==> config.mk <==
export PLATFORM = sky130hd
export DESIGN_NAME = sprite_pixel_fetch_flat
export DESIGN_NICKNAME = d
export VERILOG_FILES = /design/src/rtl/sprite_pixel_fetch_pkg.sv /design/src/rtl/sprite_pixel_fetch_if.sv /design/src/rtl/sprite_pixel_fetch_pixel_delay_line.sv /design/src/rtl/sprite_pixel_fetch.sv /design/src/flat_wrapper.sv
export SDC_FILE = /design/constraint.sdc
export NUM_CORES = 1
export LEC_CHECK = 0
export CORE_AREA = 2 2 63 65
export DETAILED_ROUTE_END_ITERATION = 8
export DIE_AREA = 0 0 65 67
export GPL_ROUTABILITY_DRIVEN = 0
export HOLD_SLACK_MARGIN = 0.02
export PLACE_DENSITY_LB_ADDON = 0.3
export SYNTH_ARGS = -nofsm -noshare
export SYNTH_HDL_FRONTEND = slang
export SYNTH_SLANG_ARGS = --single-unit
==> constraint.sdc <==
create_clock -name clk -period 2.4 [get_ports clk]
set_input_delay 0.48 -clock clk [delete_from_list [all_inputs] [get_ports clk]]
set_output_delay 0.48 -clock clk [all_outputs]
set_load 0.02 [all_outputs]
==> src/rtl/sprite_pixel_fetch_pkg.sv <==
// Shared constants and types for the sprite pixel fetch path.
// Optional build macro: SPRITE_HIT_CNT_EN (sprite hit counter).
package sprite_pixel_fetch_pkg;

  localparam int unsigned SPR_COLOR_W         = 9;
  localparam int unsigned SPR_ADDR_W          = 10;
  localparam int unsigned SPR_ELEMENT_BARRIER = 5;
  localparam int unsigned SPR_NUM_ELEMENTS    = 31;
  localparam int unsigned SPR_HIT_CNT_W       = 20;

  localparam logic [SPR_COLOR_W-1:0] SPR_TRANSP_KEY = 9'h1FF;
  localparam logic [SPR_COLOR_W-1:0] SPR_BG_DEFAULT = 9'h000;

  // Request metadata that travels alongside the memory read.
  typedef struct packed {
    logic hit;
    logic active;
  } pix_meta_t;

  function automatic logic [SPR_HIT_CNT_W-1:0] sat_inc(
    input logic [SPR_HIT_CNT_W-1:0] v,
    input logic                     en
  );
    return (en && (v != '1)) ? v + 1'b1 : v;
  endfunction

endpackage

==> src/rtl/sprite_pixel_fetch_if.sv <==
// Request, sprite-memory and pixel-output bundle of the sprite pixel fetch block.
interface sprite_pixel_fetch_if
  import sprite_pixel_fetch_pkg::*;
#(
  parameter int unsigned ELEMENT = SPR_ELEMENT_BARRIER,
  parameter int unsigned COLOR_W = SPR_COLOR_W
);

  logic                          active;
  logic                          ready;
  logic [ELEMENT-1:0]            element;
  logic [SPR_ADDR_W-1:0]         address;
  logic                          mem_rd;
  logic [ELEMENT+SPR_ADDR_W-1:0] mem_addr;
  logic [COLOR_W-1:0]            mem_data;
  logic [COLOR_W-1:0]            rgb;
  logic                          rgb_valid;

  // Selection logic / memory / DAC side.
  modport master (
    output active, ready, element, address, mem_data,
    input  mem_rd, mem_addr, rgb, rgb_valid
  );

  // Fetch block side.
  modport slave (
    input  active, ready, element, address, mem_data,
    output mem_rd, mem_addr, rgb, rgb_valid
  );

endinterface

==> src/rtl/sprite_pixel_fetch_pixel_delay_line.sv <==
// MEM_LAT-deep shift register of {hit, active} with synchronous clear.
module pixel_delay_line
  import sprite_pixel_fetch_pkg::*;
#(
  parameter int unsigned DEPTH = 1
) (
  input  logic      clk,
  input  logic      clr,
  input  pix_meta_t d,
  output pix_meta_t q
);

  pix_meta_t stage [DEPTH];

  always_ff @(posedge clk) begin
    if (clr) begin
      for (int unsigned i = 0; i < DEPTH; i++) begin
        stage[i] <= '0;
      end
    end else begin
      stage[0] <= d;
      for (int unsigned i = 1; i < DEPTH; i++) begin
        stage[i] <= stage[i-1];
      end
    end
  end

  assign q = stage[DEPTH-1];

endmodule

==> src/rtl/sprite_pixel_fetch.sv <==
// Sprite pixel fetch: issues sprite memory reads, aligns returned colour with VGA timing,
// applies transparency/background. Optional macro SPRITE_HIT_CNT_EN adds hit_count.
module sprite_pixel_fetch
  import sprite_pixel_fetch_pkg::*;
#(
  parameter int unsigned          ELEMENT      = SPR_ELEMENT_BARRIER,
  parameter int unsigned          NUM_ELEMENTS = SPR_NUM_ELEMENTS,
  parameter int unsigned          COLOR_W      = SPR_COLOR_W,
  parameter int unsigned          MEM_LAT      = 1,
  parameter logic [COLOR_W-1:0]   TRANSP_KEY   = SPR_TRANSP_KEY,
  parameter logic [COLOR_W-1:0]   BG_DEFAULT   = SPR_BG_DEFAULT
) (
  input  logic                      clk,
  input  logic                      reset,
  sprite_pixel_fetch_if.slave       bus,
  input  logic                      bg_we,
  input  logic [COLOR_W-1:0]        bg_color_in,
  input  logic                      frame_end
`ifdef SPRITE_HIT_CNT_EN
  ,
  output logic [SPR_HIT_CNT_W-1:0]  hit_count
`endif
);

  localparam logic [ELEMENT:0] NUM_EL = NUM_ELEMENTS[ELEMENT:0];

  logic                          hit_c;
  logic                          rd_q;
  logic                          act_q;
  logic [ELEMENT+SPR_ADDR_W-1:0] addr_q;
  pix_meta_t                     meta_d;
  logic [COLOR_W-1:0]            bg_color;
  logic                          show_sprite;
  logic [COLOR_W-1:0]            rgb_n;
  logic                          vld_n;
  logic [COLOR_W-1:0]            rgb_q;
  logic                          vld_q;

  assign hit_c = bus.ready & bus.active & ({1'b0, bus.element} < NUM_EL);

  // Request stage: the address only moves on an actual read.
  always_ff @(posedge clk) begin
    if (reset) begin
      rd_q   <= 1'b0;
      act_q  <= 1'b0;
      addr_q <= '0;
    end else begin
      rd_q  <= hit_c;
      act_q <= bus.active;
      if (hit_c) begin
        addr_q <= {bus.element, bus.address};
      end
    end
  end

  assign bus.mem_rd   = rd_q;
  assign bus.mem_addr = addr_q;

  pixel_delay_line #(
    .DEPTH (MEM_LAT)
  ) u_delay (
    .clk (clk),
    .clr (reset),
    .d   ('{hit: rd_q, active: act_q}),
    .q   (meta_d)
  );

  always_ff @(posedge clk) begin
    if (reset) begin
      bg_color <= BG_DEFAULT;
    end else if (bg_we) begin
      bg_color <= bg_color_in;
    end
  end

  // Resolve the pixel whose read data is on mem_data this cycle.
  always_comb begin
    show_sprite = meta_d.active & meta_d.hit & (bus.mem_data != TRANSP_KEY);
    rgb_n       = '0;
    vld_n       = 1'b0;
    if (meta_d.active) begin
      vld_n = 1'b1;
      rgb_n = show_sprite ? bus.mem_data : bg_color;
    end
  end

  always_ff @(posedge clk) begin
    if (reset) begin
      rgb_q <= '0;
      vld_q <= 1'b0;
    end else begin
      rgb_q <= rgb_n;
      vld_q <= vld_n;
    end
  end

  assign bus.rgb       = rgb_q;
  assign bus.rgb_valid = vld_q;

`ifdef SPRITE_HIT_CNT_EN
  logic [SPR_HIT_CNT_W-1:0] hit_cnt;

  // A hit landing on the frame_end cycle is folded into the latched value.
  always_ff @(posedge clk) begin
    if (reset) begin
      hit_cnt   <= '0;
      hit_count <= '0;
    end else if (frame_end) begin
      hit_count <= sat_inc(hit_cnt, show_sprite);
      hit_cnt   <= '0;
    end else begin
      hit_cnt <= sat_inc(hit_cnt, show_sprite);
    end
  end
`else
  logic unused_frame_end;
  assign unused_frame_end = frame_end;
`endif

endmodule

==> src/flat_wrapper.sv <==
// flat-port wrapper written by rule: the top's interface ports become plain ports
module sprite_pixel_fetch_flat import sprite_pixel_fetch_pkg::*;
#(
  parameter int unsigned          ELEMENT      = SPR_ELEMENT_BARRIER,
  parameter int unsigned          NUM_ELEMENTS = SPR_NUM_ELEMENTS,
  parameter int unsigned          COLOR_W      = SPR_COLOR_W,
  parameter int unsigned          MEM_LAT      = 1,
  parameter logic [COLOR_W-1:0]   TRANSP_KEY   = SPR_TRANSP_KEY,
  parameter logic [COLOR_W-1:0]   BG_DEFAULT   = SPR_BG_DEFAULT
)
  (clk, reset, bg_we, bg_color_in, frame_end, bus_active, bus_ready, bus_element, bus_address, bus_mem_data, bus_mem_rd, bus_mem_addr, bus_rgb, bus_rgb_valid);
  sprite_pixel_fetch_if #(.ELEMENT(ELEMENT), .COLOR_W(COLOR_W)) bus_i ();
  input  logic clk;
  input  logic reset;
  input  logic bg_we;
  input  logic [COLOR_W-1:0] bg_color_in;
  input  logic frame_end;
  input wire logic [$bits(bus_i.active)-1:0] bus_active;
  input wire logic [$bits(bus_i.ready)-1:0] bus_ready;
  input wire logic [$bits(bus_i.element)-1:0] bus_element;
  input wire logic [$bits(bus_i.address)-1:0] bus_address;
  input wire logic [$bits(bus_i.mem_data)-1:0] bus_mem_data;
  output wire logic [$bits(bus_i.mem_rd)-1:0] bus_mem_rd;
  output wire logic [$bits(bus_i.mem_addr)-1:0] bus_mem_addr;
  output wire logic [$bits(bus_i.rgb)-1:0] bus_rgb;
  output wire logic [$bits(bus_i.rgb_valid)-1:0] bus_rgb_valid;
  assign bus_i.active = bus_active;
  assign bus_i.ready = bus_ready;
  assign bus_i.element = bus_element;
  assign bus_i.address = bus_address;
  assign bus_i.mem_data = bus_mem_data;
  assign bus_mem_rd = bus_i.mem_rd;
  assign bus_mem_addr = bus_i.mem_addr;
  assign bus_rgb = bus_i.rgb;
  assign bus_rgb_valid = bus_i.rgb_valid;
  sprite_pixel_fetch #(.ELEMENT(ELEMENT), .NUM_ELEMENTS(NUM_ELEMENTS), .COLOR_W(COLOR_W), .MEM_LAT(MEM_LAT), .TRANSP_KEY(TRANSP_KEY), .BG_DEFAULT(BG_DEFAULT)) u_core (.clk(clk), .reset(reset), .bus(bus_i), .bg_we(bg_we), .bg_color_in(bg_color_in), .frame_end(frame_end));
endmodule
## After elaboration in Yosys (flattened, before gate mapping)

Memories as Yosys holds them, arrays and structs flattened.
Index checks and enable logic that the tools add are counted.

- Register bits after elaboration: 36
- Latch bits: 0
- Bits in writable memories: 2
- ROM bits: 0
- Output and inout bits: 26
- Logic and storage cells: 23
- Memories: 1

- Add/sub/neg operators: 0
- Multiply operators: 0
- Divide/modulo/power cells: 0
- $lt $le $gt $ge: 1
- Eq/ne operators: 1
- Shifts and indexed selects: 0
- Multiplexer cells: 7
- Bitwise logic cells: 5
- Reductions and logical operators: 2

Memories:

| memory | words | width | rd ports | clocked after Yosys merged registers in | wr ports | line | RTL |
|---|---|---|---|---|---|---|---|
| u_core.u_delay.stage | 1 | 2 | 1 | 0 | 1 | sprite_pixel_fetch_pixel_delay_line.sv:13 | `pix_meta_t stage [DEPTH];` |

Operators with widths:

| kind | count |
|---|---|
| $mux 9 | 1 |
| $ne 9x9->1 const B | 1 |
| $lt 5x5->1 const B | 1 |
| $mux 1 | 5 |
| $and 1x1->1 | 4 |
| $reduce_or 2->1 | 2 |
| $mux 2 | 1 |
| $not 1->1 | 1 |

## Depth between registers and ports, before layout

Gate-level depths: netlist of the first run.

- Word-level depth: 3
- Gate-level depth with buffers: 6

## By module

Synthesis of the first run repeated with hierarchy kept, for this count alone.

- Cell total of the unflattened synthesis: 163
- Area, all modules: 1561.5 µm²

By module, submodules not included:

| module | instances | cells an instance | area an instance (µm²) | seq. area each (µm²) |
|---|---|---|---|---|
| sprite_pixel_fetch | 1 | 159 | 1508.9 | 720.7 |
| pixel_delay_line | 1 | 4 | 52.6 | 40.0 |

## Worst setup path after synthesis of the first run

Ideal clock, no wire load.

- Path type: input to register
- Start point: in reset
- End point: reg u_core.rgb_q[2], in the netlist u_core.bus.rgb[2]
- Library setup time: 0.095 ns
- Arrival: 1.419 ns
- Data required time: 2.305 ns
- Path slack: 0.886 ns
- Stages: 5
- Cell sequence: buf_6 -> nand2b_4 -> buf_6 -> or4_1 -> o311ai_1

- Cells in the longest elaborated chain, start to end: 1

Ends and longest elaborated chain:

| element | line | RTL |
|---|---|---|
| from (decl) | flat_wrapper.sv:14 | `input logic reset;` |
| $reduce_or 2->1 (no source line) | -- |  |
| to (signal assigned) | sprite_pixel_fetch.sv:92 | `rgb_q <= rgb_n;` |
| to (decl) | sprite_pixel_fetch.sv:36 | `logic [COLOR_W-1:0] rgb_q;` |

No other way between the ends.
A chain may end at the register's enable or synchronous reset.

## Final worst setup path of the first run

- Start point: in bus_mem_data[2]
- End point: reg u_core.rgb_q[3], in the netlist u_core.bus.rgb[3]

- Cells in the longest elaborated chain, start to end: 3

Ends and longest elaborated chain:

| element | line | RTL |
|---|---|---|
| from (decl) | flat_wrapper.sv:22 | `input wire logic [$bits(bus_i.mem_data)-1:0] bus_mem_data;` |
| $ne 9x9->1 | sprite_pixel_fetch.sv:78 | `show_sprite = meta_d.active & meta_d.hit & (bus.mem_data != TRANSP_KEY);` |
| $and 1x1->1 | sprite_pixel_fetch.sv:78 |  |
| $mux 9 | sprite_pixel_fetch.sv:83 | `rgb_n = show_sprite ? bus.mem_data : bg_color;` |

No other way between the ends.

==> results.cfg, run 1 <==
[floorplan]
fp.dieArea_sq_um = 4360
pin_count = 65
core_sq_um = 3610
start_util = 0.426
die_y_um = 67
core.rowCount = 22
die_w_um = 65

[setup_path]
crit_slowest_cell = or4_1
critPathLaunch = bus_mem_data[2]
r2r-end = u_core.bus.rgb[3]
rr_startpoint = u_core.u_delay.stage[0][0]
cpPeakStageDelay_ns = 0.62
required_ns = 2.58
worstPathArrival_ns = 2.01
path_max_fanout = 9
cp_num_cells = 4
critical_path_class = in -> reg
cp_num_buf_inv = 1
reg2reg_depth = 3
crit_path_cell_trace = clkdlybuf4s50_1 -> nand4_1 -> or4_1 -> o311ai_1
worstSetupStartpointType = input port
crit_family = simple AND/OR/NAND/NOR gates
regToRegSetupSlack_ns = 1.19
endpoint_kind = register
crit_end = u_core.bus.rgb[3]

[routing]
drt_iter0_drc = 83
first_pass_iters = 4
drt-vias-per-instance = 5.02
wl_um = 3280
wl_per_cell_um = 11.7
vias = 1410
ant_nets = 0
drc = 0

[place]
place_hpwl_um = 2360
io_buffers = 63
post_dp_cell_area_sq_um = 2200

[power]
clock_power_share = 0.336
power_density_nw_per_um2 = 576
leakagePower_nw = 0.861
vdd.ir_drop.worst_mv = 0.329
p_sw_mw = 0.315
p_int_mw = 1.00
swShare = 0.239
seq_power_share = 0.512
combPwrFrac = 0.152

[sta]
fmax_ghz = 0.548
hold_viol_final = 0
period_minus_slack_ns = 1.83
rsz0062_at_grt = false
period_share = 0.761
final-setup-viol-count = 0
hold_slack_ns = 0.441
worstMarginPinSlew_ns = 0.568
setup-tns-final_ns = 0
finalMaxSlewViolations = 0
relSlewSlack = 0.620
skew_ns = 0.00364

[synth]
ys_types = 29
ys_async_sr_fraction = 0
avgSynthCellArea_sq_um = 9.19
netlist_area_sq_um = 1540
syn_nets = 206
synth_ff_type = dfxtp_1
synth_edf_count = 0
yosys_warnings = 0
ys_seq_area_frac = 0.496
ys_ff_latch = 38
syn-instance-count = 167

[layout]
antenna_cells = 0
fin_nets = 271
post-route-util = 0.635
area_growth_pct = 49.1
stdcell_area_sq_um = 2290
drive_above_1_share = 0.0558

[global_route]
grt_pass1_vias = 1308
grt_usage = 0.166
antenna_found_initial = 0
grt_max_degree = 23
grt_pass1_wl_um = 5560
overflow = 0

[clocking]
post_cts_resized = 0
numCtsBuffers = 5
post_cts_buffers = 0
cts_sinks = 38
cts_tree = yes
cts_hold_buf = 0
clock_path_buffers = 2
worstSkewPairLatency_ns = 0.28
clk_pin_slew_ns = 0.07
cts_max_level = 2
root_buffer = clkbuf_8

[status]
status = complete, no violations

[hold_path]
hold_path_class = reg -> reg
whs_path_depth = 1

[job]
maxCapViolations = 0
## cell type report
cell class / count / area (sq um)
multi-input combinational: 114 / 697
tap: 48 / 60.1
sequential: 38 / 761
fill: 316 / 1320
timing repair buffer: 66 / 653
clock inverter: 1 / 5.00
clock buffer: 7 / 86.3
inverter: 7 / 26.3
## logic make-up (layout without fill, tap and decap cells)
| kind of cell | count (synthesis) | count (layout) | synth area share |
|---|---|---|---|
| DFF | 38 | 38 | 0.496 |
| and+or+nand+nor | 76 | 76 | 0.237 |
| buffers and inverters | 15 | 81 | 0.0505 |
| AOI/OAI and AO/OA | 19 | 19 | 0.0929 |
| muxes | 19 | 19 | 0.124 |
## per-stage QoR
stage	cells	total power, mW	setup slack [ns]
finish	281	1.32	0.574
floorplan	167	0.776	0.886
CTS	281	1.33	0.621
detailed placement	273	0.889	0.334
global route	281	1.39	0.517
global placement	273	0.887	0.358
## state kept, by name (all words and copies together), names as in the netlist
name                  count
u_core.bus.rgb            9
u_core.bus.mem_rd         1
u_core.u_delay.stage      2
u_core.bg_color           9
u_core.bus.mem_addr      15
u_core.act_q              1
u_core.bus.rgb_valid      1
## placed cells by master, fill, tap and decap left out, drive strengths merged, types with 3 or more instances in the layout
cell           synthesis  routed
nand4                  6       6
nand3                  6       6
o311ai                 5       5
nor2                  14      14
mux2i                 19      19
nand2b                 3       3
a21oi                  4       4
nand2                 31      31
a31oi                  3       3
dfxtp                 38      38
or4                    5       5
inv                    6       6
clkbuf                 3       7
clkdlybuf4s50          0      63
buf                    5       3
nor3                   5       5
## worst min-delay path by stage
stage / slack (ns) / start / to
3_3_place_gp: 0.42 / u_core.act_q / u_core.u_delay.stage[0][0]
5_1_grt: 0.47 / u_core.act_q / u_core.u_delay.stage[0][0]
3_5_place_dp: 0.44 / u_core.act_q / u_core.u_delay.stage[0][0]
4_1_cts: 0.45 / u_core.act_q / u_core.u_delay.stage[0][0]
6_report: 0.44 / u_core.act_q / u_core.u_delay.stage[0][0]
2_1_floorplan: 0.41 / u_core.act_q / u_core.u_delay.stage[0][0]
## cell usage after synthesis, types with 3 or more instances
cell,n,area [sq um]
nand2_1,31,116
dfxtp_1,38,761
nor3_1,5,25.0
nor2_1,14,52.6
or4_1,5,37.5
mux2i_1,19,190
nand3_1,6,30.0
o311ai_1,3,26.3
a21oi_1,4,20.0
a31oi_1,3,18.8
nand4_1,6,37.5
clkbuf_1,3,11.3
inv_1,6,22.5
## worst reg2reg max path, stage by stage, from the launching register on
cell and delay, ns:
dfxtp_1 0.35, nand2b_4 0.10, or4_1 0.55, o311ai_1 0.10
## per-layer routing
layer | up-vias | share of wire | GRT usage
li1 | 715 | - | -
met5 | - | 0 | 0
met4 | 0 | 0.021 | 0.0984
met1 | 628 | 0.42 | 0.189
met2 | 59 | 0.45 | 0.258
met3 | 8 | 0.10 | 0.0709
## power by group through the flow
stage	clock, mW	sequential (mW)	combinational [mW]
after global placement	0	0.688	0.199
after global routing	0.491	0.678	0.217
after detailed placement	0	0.688	0.201
after floorplan	0	0.707	0.0694
after CTS	0.454	0.674	0.201
final	0.443	0.674	0.200
(Power assumes the default switching activity.)
==> run 2: changes to the inputs <==
- CORE_AREA: 2 2 63 65 -> 2 2 67 69
- DIE_AREA: 0 0 65 67 -> 0 0 69 71
- clock period: 2.4 -> 1.6 ns (I/O delays scaled with it)
==> results.cfg, run 2 (synthesis results as in run 1) <==
[status]
status = complete, no violations

[power]
combPwrFrac = 0.170
power_density_nw_per_um2 = 805
swShare = 0.234
p_total_mw = 1.98
p_int_mw = 1.52
vdd.ir_drop.worst_mv = 0.420
p_sw_mw = 0.465
leakagePower_nw = 1.03
clock_power_share = 0.320
seq_power_share = 0.510

[setup_path]
crit_family = buffers and inverters
critPathLaunch = u_core.bus.mem_addr[5]
critical_path_class = reg -> out
rr_startpoint = u_core.u_delay.stage[0][0]
path_max_fanout = 2
cp_num_buf_inv = 1
crit_path_cell_trace = clkdlybuf4s50_1
crit_slowest_cell = clkdlybuf4s50_1
r2r-end = u_core.bus.rgb[0]
regToRegSetupSlack_ns = 0.43
reg2reg_depth = 3
worstPathArrival_ns = 1.24
cp_num_cells = 1
cpPeakStageDelay_ns = 0.61
endpoint_kind = output port
required_ns = 1.28
worstSetupStartpointType = register
crit_end = bus_mem_addr[5]

[routing]
wl_um = 3460
wl_per_cell_um = 11.5
drt_iter0_drc = 59
drt-vias-per-instance = 4.79
ant_nets = 0
vias = 1448
drc = 0
first_pass_iters = 4

[layout]
antenna_cells = 0
drive_above_1_share = 0.124
fin_nets = 290
area_growth_pct = 60.6
post-route-util = 0.586
regArea_sq_um = 761
multiInputGateArea_sq_um = 697
stdcell_area_sq_um = 2460
largest_reg_flops = 15
fill_cells = 396
stdcell_count = 302
final_common_cell = clkdlybuf4s50_1
final_cell_mix = 58 x clkdlybuf4s50_1, 38 x dfxtp_1, 31 x nand2_1, 20 x buf_4, 19 x mux2i_1

[place]
post_dp_cell_area_sq_um = 2360
place_inst = 295
io_buffers = 63
place_hpwl_um = 2580
preCtsSetupSlack_ns = -0.256

[clocking]
cts_tree = yes
worstSkewPairLatency_ns = 0.28
clk_pin_slew_ns = 0.07
clock_path_buffers = 2
cts_max_level = 2
numCtsBuffers = 5
cts_sinks = 38
root_buffer = clkbuf_8

[sta]
finalMaxSlewViolations = 0
fmax_ghz = 0.642
setup-tns-final_ns = 0
rsz0062_at_grt = false
period_minus_slack_ns = 1.56
hold_slack_ns = 0.441
hold_viol_final = 0
final-setup-viol-count = 0
setup_ws_ns = 0.0412
period_share = 0.974
worstMarginPinSlew_ns = 0.294
skew_ns = 0.00462
relSlewSlack = 0.801

[floorplan]
core_sq_um = 4200
core.rowCount = 24
die_y_um = 71
pin_count = 65
fp.dieArea_sq_um = 4900
start_util = 0.365
die_w_um = 69

[hold_path]
hp-start = u_core.act_q
hold_path_class = reg -> reg

[global_route]
grt_pass1_wl_um = 6040
grt_pass1_vias = 1400
grt_max_degree = 23
overflow = 0
grt_usage = 0.152
antenna_found_initial = 0

[job]
maxCapViolations = 0
-- run 2: area by class of cell --
type / count / area share
repair buffers: 85 / 0.338
well taps: 52 / 0.0264
flip-flops and latches: 38 / 0.309
inverters: 7 / 0.0107
multi-input cells: 114 / 0.283
clock buffers: 6 / 0.0335
-- run 2: power by group through the flow --
stage / registers [mW] / clock network, mW / logic, mW
floorplan: 1.06 / 0 / 0.104
global placement: 1.03 / 0 / 0.336
detailed placement: 1.03 / 0 / 0.339
CTS: 1.01 / 0.660 / 0.341
global route: 1.02 / 0.703 / 0.369
finish: 1.01 / 0.635 / 0.338
-- run 2: what timing repair did --
item	CTS	global route
endpoints found under the hold margin	0	0
resized for setup	0	5
hold buffers	0	0
buffers inserted	0	1
endpoints found under the setup margin	0	10
-- run 2: how the worst min path moves through the flow --
stage,end,slack (ns),cells after the start
CTS,u_core.u_delay.stage[0][0],0.45,1
global placement,u_core.u_delay.stage[0][0],0.42,1
finish,u_core.u_delay.stage[0][0],0.44,1
floorplan,u_core.u_delay.stage[0][0],0.41,1
detailed placement,u_core.u_delay.stage[0][0],0.43,1
global route,u_core.u_delay.stage[0][0],0.46,1
-- run 2: per-layer routing --
layer  track usage  vias up  share of wire  routed length [um]
met3        0.0840        3           0.12                 399
met2         0.247       58           0.45                1560
li1              -      749              -                   -
met1         0.174      638           0.43                1470
met4        0.0370        0         0.0081                  28
met5             0        -              0                   0
